### src/rtl/rf_write_arbiter.sv
// Write-port arbiter for the 16x16 register file: clears R0..R15 after reset, then
// shares the port between writeback (priority) and a small buffered cache-fill path.
module rf_write_arbiter #(
   parameter int FIFO_DEPTH   = 2,
   parameter int STARVE_LIMIT = 4
) (
   input  logic        clk,
   input  logic        rst,
   input  logic        wb_valid,
   input  logic [3:0]  wb_reg,
   input  logic [15:0] wb_data,
   output logic        wb_stall,
   input  logic        fill_valid,
   input  logic [3:0]  fill_reg,
   input  logic [15:0] fill_data,
   output logic        fill_ready,
   output logic        rf_write_en,
   output logic [3:0]  rf_dst_reg,
   output logic [15:0] rf_dst_data,
   output logic        init_busy,
   output logic [15:0] pend_mask
);

   localparam int PTRW = $clog2(FIFO_DEPTH);
   localparam int CW   = PTRW + 1;
   localparam int SW   = $clog2(STARVE_LIMIT + 1);

   typedef enum logic {INIT, RUN} stateType;

   stateType              state;
   logic [3:0]            initCnt;
   logic [3:0]            regQ  [FIFO_DEPTH];
   logic [15:0]           dataQ [FIFO_DEPTH];
   logic [FIFO_DEPTH-1:0] liveQ;
   logic [FIFO_DEPTH-1:0] killQ;
   logic [PTRW-1:0]       rdPtr;
   logic [PTRW-1:0]       wrPtr;
   logic [CW-1:0]         fifoCount;
   logic [SW-1:0]         starveCnt;

   logic                  isRun;
   logic                  fifoEmpty;
   logic                  fifoFull;
   logic                  pushEn;
   logic                  wbWin;
   logic                  popEn;
   logic                  headWrites;
   logic [3:0]            regN  [FIFO_DEPTH];
   logic [15:0]           dataN [FIFO_DEPTH];
   logic [FIFO_DEPTH-1:0] liveN;
   logic [FIFO_DEPTH-1:0] killN;
   logic [15:0]           pendN;
   logic [SW-1:0]         starveN;

   assign isRun      = (state == RUN);
   assign fifoEmpty  = (fifoCount == '0);
   assign fifoFull   = (fifoCount == CW'(FIFO_DEPTH));
   assign fill_ready = isRun && !fifoFull;
   assign pushEn     = fill_valid && fill_ready;
   assign wbWin      = isRun && wb_valid && !wb_stall;
   assign popEn      = isRun && !wbWin && !fifoEmpty;
   assign headWrites = !killQ[rdPtr] && (regQ[rdPtr] != 4'd0);

   // Next FIFO contents after this edge's pop, push and kill; the pending mask is
   // derived from that post-update view so it can be registered directly.
   always_comb begin
      regN  = regQ;
      dataN = dataQ;
      liveN = liveQ;
      killN = killQ;
      pendN = '0;
      if (popEn) begin
         liveN[rdPtr] = 1'b0;
      end
      if (pushEn) begin
         liveN[wrPtr] = 1'b1;
         killN[wrPtr] = 1'b0;
         regN[wrPtr]  = fill_reg;
         dataN[wrPtr] = fill_data;
      end
      if (wbWin) begin
         for (int i = 0; i < FIFO_DEPTH; i++) begin
            if (liveN[i] && (regN[i] == wb_reg)) begin
               killN[i] = 1'b1;
            end
         end
      end
      for (int i = 0; i < FIFO_DEPTH; i++) begin
         if (liveN[i] && !killN[i]) begin
            pendN[regN[i]] = 1'b1;
         end
      end
   end

   // Killed pops are not real wins, so they leave the starvation count alone;
   // the stall cycle itself always clears it.
   always_comb begin
      starveN = starveCnt;
      if (fifoEmpty || wb_stall || (popEn && !killQ[rdPtr])) begin
         starveN = '0;
      end else if (wbWin) begin
         starveN = starveCnt + SW'(1);
      end
   end

   always_ff @(posedge clk or negedge rst) begin
      if (!rst) begin
         state       <= INIT;
         initCnt     <= '0;
         init_busy   <= 1'b1;
         rf_write_en <= 1'b0;
         rf_dst_reg  <= '0;
         rf_dst_data <= '0;
         wb_stall    <= 1'b0;
         pend_mask   <= '0;
         regQ        <= '{default: '0};
         dataQ       <= '{default: '0};
         liveQ       <= '0;
         killQ       <= '0;
         rdPtr       <= '0;
         wrPtr       <= '0;
         fifoCount   <= '0;
         starveCnt   <= '0;
      end else begin
         case (state)
            INIT: begin
               rf_write_en <= 1'b1;
               rf_dst_reg  <= initCnt;
               rf_dst_data <= '0;
               initCnt     <= initCnt + 4'd1;
               if (initCnt == 4'd15) begin
                  state     <= RUN;
                  init_busy <= 1'b0;
               end
            end
            RUN: begin
               if (wbWin) begin
                  rf_write_en <= (wb_reg != 4'd0);
                  rf_dst_reg  <= wb_reg;
                  rf_dst_data <= wb_data;
               end else if (popEn) begin
                  rf_write_en <= headWrites;
                  rf_dst_reg  <= regQ[rdPtr];
                  rf_dst_data <= dataQ[rdPtr];
               end else begin
                  rf_write_en <= 1'b0;
               end
            end
            default: state <= INIT;
         endcase
         regQ      <= regN;
         dataQ     <= dataN;
         liveQ     <= liveN;
         killQ     <= killN;
         pend_mask <= pendN;
         if (popEn) rdPtr <= rdPtr + PTRW'(1);
         if (pushEn) wrPtr <= wrPtr + PTRW'(1);
         fifoCount <= fifoCount + CW'(pushEn) - CW'(popEn);
         starveCnt <= starveN;
         wb_stall  <= isRun && (starveN == SW'(STARVE_LIMIT));
      end
   end

endmodule

### config.mk
export PLATFORM = sky130hd
export DESIGN_NAME = rf_write_arbiter
export DESIGN_NICKNAME = d
export VERILOG_FILES = /design/src/rtl/rf_write_arbiter.sv
export SDC_FILE = /design/constraint.sdc
export NUM_CORES = 1
export LEC_CHECK = 0
export ABC_AREA = 1
export CELL_PAD_IN_SITES_DETAIL_PLACEMENT = 1
export CELL_PAD_IN_SITES_GLOBAL_PLACEMENT = 2
export CORE_MARGIN = 1
export CORE_UTILIZATION = 31
export DETAILED_ROUTE_END_ITERATION = 12
export GPL_ROUTABILITY_DRIVEN = 0
export GPL_TIMING_DRIVEN = 0
export PLACE_DENSITY_LB_ADDON = 0.15
export REMOVE_ABC_BUFFERS = 1
export SETUP_SLACK_MARGIN = 0.5
export SLEW_MARGIN = 20
export SYNTH_ARGS = -nofsm -noshare
export SYNTH_HDL_FRONTEND = slang
export SYNTH_SLANG_ARGS = --single-unit
### constraint.sdc
create_clock -name clk -period 2.6 [get_ports clk]
set_input_delay 0.39 -clock clk [delete_from_list [all_inputs] [get_ports clk]]
set_output_delay 0.39 -clock clk [all_outputs]
set_load 0.005 [all_outputs]
==> Yosys cells after proc, flatten, opt, wreduce, memory -nomap -nowiden <==
Index checks and enable logic that the tools add are counted.
{ "word_totals": {"in_bits": 44, "reg_bits": 95} }
{ "op_classes": {"magnitude_cmp": 11, "eq_ne": 6, "bitwise": 9, "muxes": 44, "reduce_logical": 31, "add_sub_neg": 6} }
{ "op_table": {"columns": ["op", "n"], "rows": [
  ["2-to-1 mux 16 bit", 8],
  ["bitwise mux 32 bit", 1],
  ["case mux 16 bit (2 select lines)", 1],
  ["2-to-1 mux 4 bit", 6],
  ["logical AND 1 bit", 18],
  ["demux 16 bit (select 1 bit)", 1],
  ["bitwise OR 16 bit", 1],
  ["2-to-1 mux 1 bit", 12],
  ["< comparator 4 x 5 -> 1 bit, second input constant", 2],
  ["bitwise mux 8 bit", 1],
  ["demux 1 bit (select 4 bit)", 2],
  ["== test 4 bit", 2],
  ["greater-or-equal comparator 4 x 1 -> 1 bit, second input constant", 2],
  ["2-to-1 mux 2 bit", 4],
  ["2-to-1 mux 8 bit", 1],
  ["case mux 4 bit (2 select lines)", 1],
  ["nonzero test 4 bit", 2],
  ["logical NOT 1 bit", 7],
  ["2-to-1 mux 3 bit", 2],
  ["adder 4 x 1 -> 4 bit, second input constant", 1],
  ["AND 2 bit", 2],
  ["demux 4 bit (select 1 bit)", 1],
  ["== test 4 bit, second input constant", 1],
  ["greater-or-equal comparator 2 bit, second input constant", 2],
  ["19 further kinds", 26]
]} }

==> Longest topological paths before layout <==
{ "logic_depth": {"ltp_word": 17, "depth_mapped": 13, "mapped_depth_nobuf": 11} }

==> Least setup slack after synthesis <==
OpenSTA, ideal clock, no wires.
{ "synth_timing": {"path_type": "flip-flop to flip-flop", "from": "register fifoCount[0]", "to": "register fifoCount[1]", "stages_incl_launch_ff": 10, "required_time_ps": 2471, "t_arrival_ps": 1700, "synth_period_minus_slack_ps": 1829, "setup_time_ps": 129, "setup_slack_ps": 771, "path_cell_list": "dfrtp_1 -> inv_1 -> nand2_2 -> nand3_2 -> clkinv_1 -> ha_1 -> inv_1 -> ha_1 -> xnor2_1 -> xor2_1"} }
{ "synth_via": {"elab_chain_len": 6, "elab_cells_between_ends": 9, "classes_between": "add/sub (2); eq/ne (1); reduce/logical (6)"} }
{ "synth_lines": {"columns": ["item", "line_no", "text"], "rows": [
  ["start, declared", "38", "logic [CW-1:0] fifoCount;"],
  ["start signal, assigned", "158", "fifoCount <= fifoCount + CW'(pushEn) - CW'(popEn);"],
  ["== test 2 bit", "57", "assign fifoFull = (fifoCount == CW'(FIFO_DEPTH));"],
  ["logical NOT 1 bit", "58", "assign fill_ready = isRun && !fifoFull;"],
  ["logical AND 1 bit", "58", null],
  ["logical AND 1 bit", "59", "assign pushEn = fill_valid && fill_ready;"],
  ["adder 2 x 1 -> 2 bit", "158", null],
  ["subtractor 2 x 1 -> 2 bit (*)", "158", null]
]} }
Every way passes the cells marked *; elsewhere a longest branch is shown, timed or not.
A chain may end at the register's enable or synchronous reset.

==> Final worst setup path <==
{ "layout_timing": {"from": "register state, in the netlist isRun", "to": "output port fill_ready"} }
{ "layout_via": {"elab_chain_len": 1} }
{ "layout_lines": {"columns": ["item", "line_no", "text"], "rows": [
  ["start, declared", "30", "stateType state;"],
  ["start signal, assigned", "108", "state <= INIT;"],
  ["start signal, assigned", "132", "state <= RUN;"],
  ["start signal, assigned", "149", "default: state <= INIT;"],
  ["logical AND 1 bit", "58", null],
  ["end, declared", "16", "output logic fill_ready,"]
]} }
No other way between the ends.

==> metrics.md <==
| Metric | Value |
|---|---|
| Status | complete, no violations |
| Number of vias in the routed layout | 4508 |
| Minimum hold slack | 0.468 ns |
| WP data arrival | 1.65 ns |
| Yosys reg bits | 95 |
| Clk network pwr share | 17.7% |
| Tot GR Track Use | 20.2% |
| DRT iter0 DRCs | 211 |
| Pre-antenna DRT Iters | 4 |
| Antenna cells | 0 |
| WP buf/inv | 2 |
| First-pass GRT wire length | 25100 um |
| Cells along the critical path | inv_6 -> a21oi_4 -> clkdlybuf4s50_1 |
| Unrepaired setup endpoints after global routing | yes |
| Drt wl/cell | 17.4 um |
| Final wirelength | 16100 um |
| Pin count of the biggest net entering global routing | 61 |
| Crit. Startpoint | isRun |
| Critical Path Sink Type | output pin |
| Final ANT Viol Nets | 0 |
| Register area share after synthesis | 49.0% |
| YS warnings | 0 |
| Setup crit end | fill_ready |
| Max FO, Critical Path | 12 |
| Tot Pwr | 7.00 mW |
| Max reg flops | 32 |
| Int Power | 4.02 mW |
| Clock Pin Slew Worst Setup and Hold Paths | 0.06 ns |
| Synth-to-layout area growth | 32.9% |
| IO Pins | 84 |
| Sequential share of power | 34.8% |
| FMAX | 0.491 GHz |
| Leakage | 3.04 nW |
| Final std cells w/o fill | 925 |
| VDD IR max | 398 uV |
| H-tree Lvls | 3 |
| Initial Util | 31.8% |
| Biggest regs | dataQ x32, pend_mask x16, rf_dst_data x16 |
| CTS sink count | 95 |
| DP Worst Slack | -0.681 ns |
| Distinct cell type count after synthesis | 32 |
| Post-synth design cell area | 4850 um^2 |
| Cts bufs inserted | 9 |
| Layout cell share with drive strength beyond 1 | 11.1% |
| Vias in the first global route | 4726 |
| Min Tclk post-route | 2.04 ns |
| Vias per cell | 4.87 |
| Gate power share | 47.5% |
| Worst R2R Path Depth | 11 |
| Power per Cell Area | 1090 nW/um^2 |
| Endpoints failing setup | 0 |
| CP max stage cell | clkdlybuf4s50_1 |
| FF-to-FF Start | isRun |
| Period utilization | 78.3% |
| CTS max path bufs | 2 |
| DRC errors left | 0 |
| Congestion Overflow GR | 0 |
| Setup CP Type | reg2out |
| IO buf count | 83 |
| Startpoint Class | flop |
| Die area | 16100 um^2 |
| Slowest cell delay on critical path | 0.56 ns |
| Worst rel slew slack | 50.6% |
| DPL Wire Length | 10300 um |
| Reg with most FFs | dataQ |
| R2r setup slk | 0.61 ns |
| Die H | 127 um |
| Max-Cap Viols | 0 |
| Sw Share | 42.6% |
| Worst Path Required | 2.21 ns |
| Antenna violations before repair | 0 |
| Cell chosen for the clock root | clkbuf_16 |
| Max-slew violations | 0 |
| Hold Violations, Final | 0 |
| Row cnt | 45 |
| Setup_tns | 0 ns |
| P_sw | 2.98 mW |
| Setup ws final | 0.565 ns |
| Die width | 127 um |
| Syn Area/Cell | 7.94 um^2 |
| Clk_skew | 0.00522 ns |
| Worst hold path type | reg2reg |
| Crit path depth | 3 |
| Most common cell after layout, fill and taps aside | nand2_1 |
| Crit path max-delay family | buffers and inverters |
| Worst reg2reg endpoint | pend_mask[14] |
| Core Footprint | 15300 um^2 |
| Measured slew at the worst slew-check pin | 0.740 ns |
| CTS tree | yes |
| Synth Instances | 611 |
| Dpl cells | 879 |
| Most frequent cells in the layout | nand2_1, dfrtp_1, clkdlybuf4s50_1 |
| Worst-skew pair later-pin latency | 0.35 ns |
| Nets | 757 |
[per-stage QoR]
step | area [um^2] | util [%]
6_report | 6450 | 42.3
5_1_grt | 6450 | 42.3
4_1_cts | 6240 | 40.9
3_5_place_dp | 5820 | 38.2
3_3_place_gp | 5790 | 38.0
2_1_floorplan | 4700 | -
[logic make-up after synthesis]
logic type | after synthesis | synth area share, %
adders and majority gates | 4 | 1.03
and+or+nand+nor | 347 | 32.5
buffers and inverters | 91 | 8.05
xor gates and xnor gates | 7 | 1.26
DFF | 95 | 49.0
AOI/OAI and AO/OA | 67 | 8.10
[what timing repair did]
action	4_1_cts	5_1_grt
buffers inserted	10	11
hold endpoints to repair	35	0
resized for setup	20	15
pin swaps	3	4
hold buffers	1	0
gates cloned	2	6
endpoints found under the setup margin	48	39
[layout make-up]
| cell class | count | area, um^2 |
|---|---|---|
| Multi-Input combinational cell | 429 | 2170 |
| Sequential cell | 95 | 2390 |
| Timing Repair inverter | 4 | 30.0 |
| Inverter | 64 | 283 |
| Fill cell | 1829 | 8810 |
| Timing Repair Buffer | 106 | 1050 |
| Tap cell | 211 | 264 |
| Clock inverter | 1 | 5.00 |
| Clock buffer | 15 | 258 |
[worst min path at each step]
stage | to | startpoint | cells after the start | slack [ns]
floorplan | dataQ[0] | rst | 0 | 0.09
global placement | init_busy | init_busy | 1 | 0.45
detailed placement | rf_dst_data[0] | rst | 1 | 0.32
CTS | init_busy | init_busy | 1 | 0.48
global route | init_busy | init_busy | 1 | 0.49
finish | init_busy | init_busy | 1 | 0.47
[layer usage]
metal  track usage (%)  share of wire (%)  vias up
li1                  -                  -     2172
met1              25.7                 45     2248
met2              35.3                 51       75
met4              6.65                1.3        0
met5                 0                  0        -
met3              3.06                3.0       13
[power by group through the flow]
stage	clock, mW	sequential (mW)	combinational [mW]
after detailed placement	0	2.44	2.97
after global routing	1.34	2.51	3.73
final	1.24	2.43	3.33
after global placement	0	2.42	2.88
after floorplan	0	2.37	1.75
after CTS	1.28	2.44	3.10
[cell usage after synthesis]
master / number / area share [%]
nand3_2: 2 / 0.41
nand3_1: 26 / 2.7
inv_2: 5 / 0.39
inv_1: 58 / 4.5
nand4_4: 2 / 0.88
dfstp_2: 1 / 0.54
nor4_1: 2 / 0.26
nand3_4: 4 / 1.4
buf_4: 3 / 0.46
a22oi_1: 1 / 0.15
nand2_2: 5 / 0.64
a21oi_1: 2 / 0.21
o21ai_0: 40 / 4.1
nand4_1: 34 / 4.4
buf_2: 6 / 0.62
nor2_4: 3 / 0.70
o211ai_1: 11 / 1.7
a21oi_4: 1 / 0.34
ha_1: 4 / 1.0
o22ai_1: 11 / 1.4
nand2_1: 225 / 17
clkbuf_1: 14 / 1.1
dfrtp_1: 94 / 49
xor2_1: 4 / 0.72
clkinv_1: 1 / 0.077
xnor2_1: 3 / 0.54
nor2_2: 2 / 0.26
nor3_1: 1 / 0.10
o21a_1: 1 / 0.15
nor2_1: 40 / 3.1
buf_6: 4 / 0.93
nand2_4: 1 / 0.23
No activity file was read; power rests on OpenSTA's default activity.
